File: src/rtl/c1126_pkg.sv
// Shared types and symbol constants for the c1126 symbol interface.
package c1126_pkg;

    typedef enum logic [2:0] {
        IDLE,
        PRE,
        DATA,
        PAR,
        STOP
    } tx_state_t;

    localparam logic [1:0] SYM_IDLE = 2'b00;
    localparam logic [1:0] SYM_PRE  = 2'b11;
    localparam logic [1:0] SYM_STOP = 2'b00;

endpackage

File: src/rtl/c1126_sym_tx.sv
// Serialises a parallel word into preamble, LSB-pair-first data, parity and stop
// symbols on the {tx1,tx0} lines, one symbol per clock.
module c1126_sym_tx #(
    parameter int DATA_W       = 8,
    parameter int PREAMBLE_LEN = 2
) (
    input  logic              clk,
    input  logic              rst,
    input  logic [DATA_W-1:0] data_i,
    input  logic              valid_i,
    output logic              ready_o,
    output logic              tx0,
    output logic              tx1,
    output logic              busy_o,
    output logic              done_o
);
    import c1126_pkg::*;

    localparam int SYM_N   = DATA_W / 2;
    localparam int CNT_MAX = (PREAMBLE_LEN > SYM_N) ? PREAMBLE_LEN : SYM_N;
    localparam int CNT_W   = $clog2(CNT_MAX) + 1;

    localparam logic [CNT_W-1:0] PRE_LAST  = CNT_W'(PREAMBLE_LEN - 1);
    localparam logic [CNT_W-1:0] DATA_LAST = CNT_W'(SYM_N - 1);

    // tx0 carries parity of even-index bits, tx1 parity of odd-index bits.
    function automatic logic [1:0] calc_parity(input logic [DATA_W-1:0] d);
        logic pe;
        logic po;
        pe = 1'b0;
        po = 1'b0;
        for (int i = 0; i < DATA_W; i += 2) begin
            pe ^= d[i];
            po ^= d[i+1];
        end
        return {po, pe};
    endfunction

    tx_state_t         state_q, state_d;
    logic [CNT_W-1:0]  cnt_q, cnt_d;
    logic [DATA_W-1:0] shreg_q, shreg_d;
    logic [1:0]        par_q, par_d;
    logic [1:0]        sym;

    always_ff @(posedge clk) begin
        if (!rst) begin
            state_q <= IDLE;
            cnt_q   <= '0;
            shreg_q <= '0;
            par_q   <= '0;
        end else begin
            state_q <= state_d;
            cnt_q   <= cnt_d;
            shreg_q <= shreg_d;
            par_q   <= par_d;
        end
    end

    // Counter restarts at zero on every state change so each state counts its own symbols.
    always_comb begin
        state_d = state_q;
        cnt_d   = cnt_q;
        shreg_d = shreg_q;
        par_d   = par_q;
        case (state_q)
            IDLE: begin
                if (valid_i) begin
                    shreg_d = data_i;
                    par_d   = calc_parity(data_i);
                    cnt_d   = '0;
                    state_d = PRE;
                end
            end
            PRE: begin
                if (cnt_q == PRE_LAST) begin
                    cnt_d   = '0;
                    state_d = DATA;
                end else begin
                    cnt_d = cnt_q + 1'b1;
                end
            end
            DATA: begin
                shreg_d = shreg_q >> 2;
                if (cnt_q == DATA_LAST) begin
                    cnt_d   = '0;
                    state_d = PAR;
                end else begin
                    cnt_d = cnt_q + 1'b1;
                end
            end
            PAR: begin
                cnt_d   = '0;
                state_d = STOP;
            end
            STOP: begin
                cnt_d   = '0;
                state_d = IDLE;
            end
            default: begin
                cnt_d   = '0;
                state_d = IDLE;
            end
        endcase
    end

    always_comb begin
        sym     = SYM_IDLE;
        ready_o = 1'b0;
        busy_o  = 1'b1;
        done_o  = 1'b0;
        case (state_q)
            IDLE: begin
                ready_o = 1'b1;
                busy_o  = 1'b0;
            end
            PRE:  sym = SYM_PRE;
            DATA: sym = shreg_q[1:0];
            PAR:  sym = par_q;
            STOP: begin
                sym    = SYM_STOP;
                done_o = 1'b1;
            end
            default: begin
                ready_o = 1'b1;
                busy_o  = 1'b0;
            end
        endcase
    end

    assign tx0 = sym[0];
    assign tx1 = sym[1];

endmodule

File: config.mk
export PLATFORM = sky130hd
export DESIGN_NAME = c1126_sym_tx
export DESIGN_NICKNAME = d
export VERILOG_FILES = /design/src/rtl/c1126_pkg.sv /design/src/rtl/c1126_sym_tx.sv
export SDC_FILE = /design/constraint.sdc
export NUM_CORES = 1
export LEC_CHECK = 0
export ABC_CLOCK_PERIOD_IN_PS = 1700
export CAP_MARGIN = 20
export CELL_PAD_IN_SITES_DETAIL_PLACEMENT = 1
export CELL_PAD_IN_SITES_GLOBAL_PLACEMENT = 2
export CORE_MARGIN = 10
export CORE_UTILIZATION = 30
export DETAILED_ROUTE_END_ITERATION = 10
export PLACE_DENSITY_LB_ADDON = 0.1
export RECOVER_POWER = 100
export SETUP_SLACK_MARGIN = 0.1
export SYNTH_ARGS = -nofsm -noshare
export SYNTH_HDL_FRONTEND = slang
export SYNTH_SLANG_ARGS = --single-unit
File: constraint.sdc
create_clock -name clk -period 1.7 [get_ports clk]
set_input_delay 0.255 -clock clk [delete_from_list [all_inputs] [get_ports clk]]
set_output_delay 0.255 -clock clk [all_outputs]
set_load 0.02 [all_outputs]
==> run summary <==
Number of global-route vias before repair: 757
Top cell family by delay on the critical path: flip-flops
Crit path max fanout: 6
Beginning of the critical path: state_q[0]
Number of vias in the routed layout: 743
Period utilization: 90.5%
Kind of critical path: flip-flop to output port
Yosys top cell by area: sky130_fd_sc_hd__dfxtp_1
Setup violations, final: 0
Final Net Count: 136
IR drop worst, VDD: 0.481 mV
Capturing instance or port of the critical path: ready_o
Clock buffer depth: 2
Count of input and output buffers: 15
GR met1 Demand/Resource: 10.5%
Routability congestion estimate from global placement: 0.706
Remaining antenna violation count after routing: 0
Clock transition time at the flip-flop clock pins of the worst setup and hold paths: 0.10 ns
Category of the worst setup path capture point: output port
Per-cell routed wire length: 14.2 um
Cell at the root of the clock tree: sky130_fd_sc_hd__clkbuf_4
Number of cells on the critical path: 4
Status: finished, final reports clean
DP Wirelength: 1.76 mm
Clock buffer count from CTS: 3
Worst max-slew margin expressed relative to the limit: 72.3%
Post-placement worst setup slack: 0.0399 ns
Total grt overflow: 0
Mean area per synthesized cell: 8.91 sq um
Y dimension of the die: 74.0 um
Most crowded layer after global routing: met2
Via-per-instance ratio: 4.95
TritonCTS Sinks: 16
Cell chain of the critical path: nor2_2 -> xnor2_1 -> inv_1 -> dlygate4sd2_1
Clock period minus worst slack: 1.54 ns
Post-layout instance area: 1110 sq um
Global-route wire length before repair: 3.44 mm
Signal arrival time at the worst endpoint: 1.28 ns
Warning count from the yosys run: 0
Gate Count Post-Synth: 98
Setup Total Neg Slack: 0 ns
Highest cell delay on the worst timing path: 0.38 ns
Synth-to-layout area growth: 26.8%
Logic depth of the worst register-to-register path: 5
Post-Synthesis Net Count: 113
Total Power Consumption: 0.000850 W
Largest net degree at the start of global routing: 13
Part of the Yosys area used for sequential elements: 36.7%
Total of flip-flops plus latches after synthesis: 16
Worst slew pin tran: 0.414 ns
Combined area of all synthesized cells: 873 sq um
LEAKAGE: 0.418 nW
Placement Rows: 19
Standard cell with the maximum stage delay on the critical path: sky130_fd_sc_hd__dfxtp_4
Final Hold Slack: 0.509 ns
Type of the worst min-delay path: flip-flop to flip-flop
All-layer global routing usage: 7.94%
Initial core utilization: 31.4%
Initial antenna violation count: 0
Register-to-register path setup slack: 0.17 ns
Fillcell total: 332
Largest cells by area after synthesis: sky130_fd_sc_hd__dfxtp_1 37%, sky130_fd_sc_hd__mux2i_1 9.2%, sky130_fd_sc_hd__xnor2_1 7.0%, sky130_fd_sc_hd__a21oi_1 6.9%, sky130_fd_sc_hd__ha_1 5.7%
Met2 Usage GRT: 11.9%
Post-synth cell types: 29
Clock latency on the worst-skew pair: 0.29 ns
DRT Wirelength: 2.14 mm
Max Freq: 650 MHz
Kind of launch point of the worst setup path: flip-flop
RR Startpoint: state_q[0]
Setup skew after layout: 0.00280 ns
Clock tree from TritonCTS: done
Die Area: 5470 sq um
Setup repair after global routing missed its margin: true
Layout cells sized above 1: 16.0%
Reg2Reg Capture Point: shreg_q[5]
Clock H-tree levels: 1
First-iteration detailed-routing DRC count: 15
Die span in x: 74.0 um
Share of Yosys cell area claimed by the top area cell type: 36.7%
Number of top-level pins: 16
Total buffers and inverters traversed by the critical path: 2
First-pass DRT Iterations: 4
Post-route worst setup slack: 0.161 ns
Critical Path RT: 1.44 ns
Diode count: 0
Core footprint: 2780 sq um
Hold violation count in the final report: 0
Power density over the cells: 767 nW/um^2
Max capacitance violation total: 0
Final max-slew violation count: 0
Met3 track utilization from global routing: 2.13%
Placed Instance Area: 1100 sq um
Final routed DRC violation total: 0
==> flip-flops by register name, indices dropped and copies added (netlist names) <==
name	cells
shreg_q	8
par_q	2
cnt_q	3
state_q	3
==> cells in the final DEF, fill, tap and decap left out, types with 3 or more instances in the layout <==
master	n
sky130_fd_sc_hd__dfxtp_1	14
sky130_fd_sc_hd__a21oi_1	12
sky130_fd_sc_hd__clkdlybuf4s50_1	10
sky130_fd_sc_hd__o21ai_0	8
sky130_fd_sc_hd__mux2i_1	8
sky130_fd_sc_hd__xnor2_1	7
sky130_fd_sc_hd__buf_4	6
sky130_fd_sc_hd__inv_1	5
sky130_fd_sc_hd__nor2_1	5
sky130_fd_sc_hd__ha_1	4
sky130_fd_sc_hd__nand2_1	3
sky130_fd_sc_hd__o21ai_1	3
sky130_fd_sc_hd__nand2b_1	3
sky130_fd_sc_hd__clkbuf_4	3
sky130_fd_sc_hd__dlygate4sd2_1	3
==> area by class of cell <==
type / count / area, sq um / area share [%]
clock buffers: 3 / 22.5 / 2.03
inverters: 5 / 18.8 / 1.69
multi-input cells: 72 / 513 / 46.3
flip-flops and latches: 16 / 325 / 29.4
well taps: 31 / 38.8 / 3.50
repair buffers: 23 / 189 / 17.1
==> worst register-to-register path: cells and delay by family, from the launching register on <==
family          cells  cell delay (ns)
flops               1             0.38
compound gates      1             0.10
mux                 1             0.29
simple gates        2             0.51
buf+inv             1             0.16
==> kinds of logic (layout without fill, tap and decap cells) <==
kind of cell,Yosys count,after routing,share of synthesized area [%]
compound gates,28,28,17.9
xor+xnor,7,7,7.02
fa+ha+maj,4,4,5.73
buf+inv,10,31,5.16
flops,16,16,36.7
mux,9,9,10.5
simple gates,24,24,17.1
==> synth_stat cells <==
cell,instances
sky130_fd_sc_hd__nor2_4,1
sky130_fd_sc_hd__buf_2,3
sky130_fd_sc_hd__xnor2_1,7
sky130_fd_sc_hd__o21ai_1,2
sky130_fd_sc_hd__nand4_1,1
sky130_fd_sc_hd__nand3_1,2
sky130_fd_sc_hd__mux2i_1,8
sky130_fd_sc_hd__buf_4,1
sky130_fd_sc_hd__o21ai_0,9
sky130_fd_sc_hd__mux2_2,1
sky130_fd_sc_hd__o31ai_1,2
sky130_fd_sc_hd__o32a_1,1
sky130_fd_sc_hd__nand2b_1,3
sky130_fd_sc_hd__nor2_1,7
sky130_fd_sc_hd__dfxtp_1,16
sky130_fd_sc_hd__and3_1,1
sky130_fd_sc_hd__nor3_1,1
sky130_fd_sc_hd__ha_1,4
sky130_fd_sc_hd__nor2b_1,1
sky130_fd_sc_hd__and2_1,1
sky130_fd_sc_hd__o22a_1,1
sky130_fd_sc_hd__nor4b_4,1
sky130_fd_sc_hd__a21oi_1,12
sky130_fd_sc_hd__a22oi_1,1
sky130_fd_sc_hd__inv_1,5
sky130_fd_sc_hd__nor3_2,1
sky130_fd_sc_hd__clkbuf_1,1
sky130_fd_sc_hd__nand2_1,3
sky130_fd_sc_hd__nor3b_1,1
==> layer usage <==
metal	vias up	routed length [um]
met5	-	0
met2	9	979
met1	345	1070
li1	387	-
met4	0	14
met3	2	71
==> worst min path at each step <==
stage                from          to  slack [ns]  cells past startpoint
6_report       shreg_q[7]  shreg_q[7]        0.51                      2
5_1_grt          cnt_q[0]    cnt_q[0]        0.55                      2
4_1_cts        shreg_q[7]  shreg_q[7]        0.51                      2
3_5_place_dp   shreg_q[7]  shreg_q[7]        0.48                      2
3_3_place_gp     cnt_q[1]    cnt_q[1]        0.48                      2
2_1_floorplan   data_i[6]  shreg_q[6]        0.40                      2
==> repair_timing <==
item,4_1_cts,5_1_grt
endpoints found under the setup margin,5,4
gates resized for setup,13,6
hold buffers,0,0
buffers inserted,0,0
pin swaps,0,0
==> power breakdown <==
group          internal [W]  total, W  switching, W
clock network     0.0000823  0.000205      0.000123
logic              0.000105  0.000216      0.000110
registers          0.000407  0.000429     0.0000218
total              0.000595  0.000850      0.000255
==> per-stage QoR <==
step	util [%]	std cells
after floorplan	-	98
after global placement	39.4	147
after detailed placement	39.4	147
after CTS	40.1	150
after global routing	39.8	150
final	39.8	150
Note: power is estimated with default switching activity, not from simulation.
